===== config.mk =====
export PLATFORM = sky130hd
export DESIGN_NAME = key_schedule_seq
export DESIGN_NICKNAME = d
export VERILOG_FILES = /design/src/rtl/key_schedule_seq.sv
export SDC_FILE = /design/constraint.sdc
export NUM_CORES = 1
export LEC_CHECK = 0
export ABC_CLOCK_PERIOD_IN_PS = 6600
export BUFFER_PORTS_ARGS = -buffer_cell sky130_fd_sc_hd__clkbuf_2
export CAP_MARGIN = 20
export CORE_MARGIN = 2
export CORE_UTILIZATION = 45
export CTS_BUF_LIST = sky130_fd_sc_hd__clkbuf_8
export DETAILED_ROUTE_END_ITERATION = 12
export PLACE_DENSITY = 0.77
export REMOVE_ABC_BUFFERS = 1
export SETUP_SLACK_MARGIN = 0.5
export SYNTH_ARGS = -nofsm -noshare
export SYNTH_HDL_FRONTEND = slang
export SYNTH_SLANG_ARGS = --single-unit

===== constraint.sdc =====
create_clock -name clk -period 6.6 [get_ports clk]
set_input_delay 1.32 -clock clk [delete_from_list [all_inputs] [get_ports clk]]
set_output_delay 1.32 -clock clk [all_outputs]
set_load 0.05 [all_outputs]

===== src/rtl/key_schedule_seq.sv =====
// PRESENT-80 round-key sequencer.
// Time-shares one key_schedule update per accepted round key.
module key_schedule (
  input  logic [79:0] x,
  input  logic [4:0]  i,
  output logic [79:0] r
);

  logic [79:0] rot;
  logic [3:0]  sb;

  assign rot = {x[18:0], x[79:19]};

  // PRESENT S-box applied to the top nibble after rotation
  always_comb begin
    sb = 4'h0;
    unique case (rot[79:76])
      4'h0: sb = 4'hC;
      4'h1: sb = 4'h5;
      4'h2: sb = 4'h6;
      4'h3: sb = 4'hB;
      4'h4: sb = 4'h9;
      4'h5: sb = 4'h0;
      4'h6: sb = 4'hA;
      4'h7: sb = 4'hD;
      4'h8: sb = 4'h3;
      4'h9: sb = 4'hE;
      4'hA: sb = 4'hF;
      4'hB: sb = 4'h8;
      4'hC: sb = 4'h4;
      4'hD: sb = 4'h7;
      4'hE: sb = 4'h1;
      4'hF: sb = 4'h2;
    endcase
  end

  assign r = {sb, rot[75:20], rot[19:15] ^ i, rot[14:0]};

endmodule

module key_schedule_seq #(
  parameter int ROUNDS = 32
) (
  input  logic        clk,
  input  logic        rst,
  input  logic        start,
  input  logic [79:0] key,
  output logic        start_rdy,
  input  logic        abort,
  output logic [63:0] rk,
  output logic [5:0]  rk_idx,
  output logic        rk_valid,
  input  logic        rk_rdy,
  output logic        done,
  output logic        busy
);

  typedef enum logic [1:0] {IDLE, EMIT, DONE} state_t;

  localparam logic [5:0] LAST = 6'(ROUNDS);

  state_t      state, state_d;
  logic [79:0] k_reg, k_d, k_next;
  logic [5:0]  idx, idx_d;

  key_schedule u_ks (
    .x (k_reg),
    .i (idx[4:0]),
    .r (k_next)
  );

  // state, key and index registers
  always_ff @(posedge clk) begin
    if (rst) begin
      state <= IDLE;
      k_reg <= 80'h0;
      idx   <= 6'd0;
    end else begin
      state <= state_d;
      k_reg <= k_d;
      idx   <= idx_d;
    end
  end

  // next-state: load, advance on handshake, abort wins
  always_comb begin
    state_d = state;
    k_d     = k_reg;
    idx_d   = idx;
    unique case (state)
      IDLE: begin
        if (start) begin
          state_d = EMIT;
          k_d     = key;
          idx_d   = 6'd1;
        end
      end
      EMIT: begin
        if (abort) begin
          state_d = IDLE;
        end else if (rk_rdy) begin
          if (idx == LAST) begin
            state_d = DONE;
          end else begin
            k_d   = k_next;
            idx_d = idx + 6'd1;
          end
        end
      end
      DONE: state_d = IDLE;
      default: state_d = IDLE;
    endcase
  end

  assign start_rdy = (state == IDLE);
  assign rk_valid  = (state == EMIT);
  assign done      = (state == DONE);
  assign busy      = (state == EMIT) || (state == DONE);
  assign rk        = k_reg[79:16];
  assign rk_idx    = idx;

endmodule


==> reports/results.md <==
### Run status
• **result of the run** finished clean

### Floorplan
• **effective utilization at floorplan** 0.456
• **total number of placement rows** 38
• **number of placed I/O pins** 159
• **Core Box Area** 10,700 um2
• **die area** 11,700 um2
• **Vert. Die Dim** 108 um
• **Die X** 108 um

### Clocking
• **hold buffer count at CTS** 0
• **Worst-Skew Late Latency** 360 ps
• **Max clock buf depth** 2
• **post-CTS repair timing setup buffer count** 0
• **clock transition time at the flip-flop clock pins of the worst setup and hold paths** 80 ps
• **CTS buffer count** 9
• **Resize count post-CTS** 0
• **H-Tree Depth** 3
• **CTS root buf** sky130_fd_sc_hd__clkbuf_8
• **clock tree from TritonCTS** yes
• **clock net sink count** 92

### Global routing
• **global-route wire length before repair** 16,300 um
• **number of global-route vias before repair** 3,501
• **GRT Residual Overflow** 0
• **number of antenna violations at the first check in global routing** 0
• **All-Layer GR Usage** 0.172
• **pin count of the biggest net entering global routing** 133

### Power
• **leakage power figure** 2.43 nW
• **IR drop worst, VDD** 142 uV
• **total power per unit cell area** 311 nW/um2

### Finish
• **Filler cells** 1,022
• **fin area** 5510 um2
• **number of antenna cells inserted** 0
• **number of nets in the final layout** 701
• **final core occ** 0.512
• **number of flip-flops in the largest register** 80
• **fraction of final layout cells sized beyond drive strength 1** 0.302
• **area added between synthesis and finish** 12.3%

### Timing
• **actual slew at the worst max-slew pin** 915 ps
• **clock skew after layout** 12.4 ps
• **Slew Viols, Final** 0
• **final hold violation count** 0
• **Final period util** 0.592
• **setup violation total in the final timing report** 0
• **setup TNS** 0 ps
• **worst hold slack** 495 ps
• **maximum achievable frequency** 256 MHz
• **RSZ-0062 raised after global routing** false
• **Max-Slew Margin vs Limit** 0.390
• **final critical-path required period** 3900 ps

### Route
• **via density per instance** 5.15
• **count of unresolved DRC violations after routing** 0
• **total iterations of the first detailed-routing run** 4
• **remaining antenna violation count after routing** 0
• **drt total wl** 10,400 um
• **total number of vias** 3,861
• **routed len/inst** 13.9 um
• **DR iter-0 viols** 209

### Synthesis
• **cell area after synthesis** 4900 um2
• **Yosys top cell by area** sky130_fd_sc_hd__dfxtp_1
• **cell with the most instances after synthesis** sky130_fd_sc_hd__dfxtp_1
• **register area share after synthesis** 0.376
• **Post-synth ARST share** 0
• **number of distinct standard cells referenced by the synthesized netlist** 39
• **share of the synthesized area in the top cell type** 0.376
• **mean area per synthesized cell** 9.16 um2
• **number of enable flip-flop cells after synthesis** 0
• **leading cell types by total area after synthesis** sky130_fd_sc_hd__dfxtp_1, sky130_fd_sc_hd__mux2i_1, sky130_fd_sc_hd__a211oi_1, sky130_fd_sc_hd__buf_4, sky130_fd_sc_hd__nor2_1
• **number of warning messages in the yosys log** 0
• **Commonest cells post-synth** sky130_fd_sc_hd__dfxtp_1, sky130_fd_sc_hd__nor2_1, sky130_fd_sc_hd__mux2i_1, sky130_fd_sc_hd__a211oi_1, sky130_fd_sc_hd__buf_4
• **count of state elements after synthesis** 92
• **flip-flop cell with the highest count after synthesis** sky130_fd_sc_hd__dfxtp_1
• **post-synthesis instance total** 535

### Worst setup path
• **Setup Crit Path Kind** flip-flop to output pin
• **kind of start point of the critical path** flip-flop
• **library cell contributing the largest single delay on the critical path** sky130_fd_sc_hd__ha_4
• **longest individual stage delay on the worst path** 750 ps
• **critical path, cell by cell** inv_1 > ha_4 > buf_4 > clkbuf_2
• **critical path arrival** 2580 ps
• **cell family with the largest share of critical-path delay** buffers and inverters
• **kind of end point of the critical path** output pin
• **Data required, critical path** 5280 ps
• **number of buffers and inverters on the critical path** 3
• **largest driver fanout on the critical path** 54

### Placement
• **HPWL Detailed** 7330 um
• **Area after DPL** 5270 um2
• **number of port buffers** 158
• **placer's final routability congestion estimate** 0.845

### Min path
• **Hold/Removal Path Class** flip-flop to flip-flop

### Flow run
• **max-capacitance violation count** 0

per-stage QoR:
step / std cells / power, mW / setup WS, ps
after floorplan: 432 / 1.19 / -1910
after global routing: 749 / 1.81 / 2550
final: 749 / 1.71 / 2700
after detailed placement: 733 / 1.32 / 2780
after global placement: 733 / 1.30 / 2940
after CTS: 748 / 1.72 / 2670
logic make-up (layout without fill, tap and decap cells):
logic type	Yosys count	count (layout)	synth area share
AO/OA/AOI/OAI	99	99	0.153
XOR/XNOR	9	9	0.0161
adder cells (fa/ha/maj)	11	11	0.0281
buffers and inverters	114	188	0.139
multiplexers	89	89	0.183
AND/OR/NAND/NOR	121	121	0.105
flip-flops	92	92	0.376
final timing paths:
path | depth (start not counted) | startpoint | slack, ps | to
hold reg to reg | 2 | k_reg[19] | 490 | k_reg[19]
setup reg to reg | 10 | state[1] | 3250 | u_ks.sb[1]
hold / removal | 2 | k_reg[19] | 490 | k_reg[19]
setup / recovery | 4 | state[1] | 2700 | rk_valid
routing by layer:
layer | vias to the layer above | share of wire | track usage
li1 | 1972 | - | -
met1 | 1760 | 0.48 | 0.225
met2 | 117 | 0.45 | 0.277
met3 | 12 | 0.059 | 0.0338
met4 | 0 | 0.015 | 0.0705
met5 | - | 0 | 0
worst min-delay path: stages (launching register included):
cell                      delay (ps)
sky130_fd_sc_hd__dfxtp_1         330
sky130_fd_sc_hd__nand2_1          70
sky130_fd_sc_hd__a21oi_1          50
cells in the final DEF (no fill, tap or decap), drive strengths merged, types with 2 or more instances in the layout:
| cell | n |
|---|---|
| clkbuf | 166 |
| dfxtp | 92 |
| nor2 | 86 |
| mux2i | 85 |
| a211oi | 77 |
| inv | 12 |
| ha | 11 |
| nand2 | 8 |
| xor2 | 7 |
| nor2b | 5 |
| nor3 | 5 |
| a21oi | 5 |
| buf | 5 |
| mux2 | 4 |
| nand3 | 4 |
| and3 | 3 |
| nand2b | 3 |
| o21ai | 3 |
| nand4 | 3 |
| xnor2 | 2 |
| a21boi | 2 |
| o211ai | 2 |
| bufinv | 2 |
| clkinv | 2 |
power by group:
group | internal [mW] | leakage [nW] | switching [mW]
Sequential | 0.634 | 0.759 | 0.0591
Combinational | 0.196 | 1.56 | 0.419
Clock | 0.209 | 0.106 | 0.195
cell type report:
class	instances	area (um2)	share of cell area
sequential	92	1840	0.334
tap	140	175	0.0318
multi-input combinational	329	2390	0.434
timing repair buffer	162	853	0.155
clock inverter	6	81.3	0.0148
clock buffer	9	124	0.0225
inverter	11	41.3	0.00750
Power figures use the tool's default switching activity.
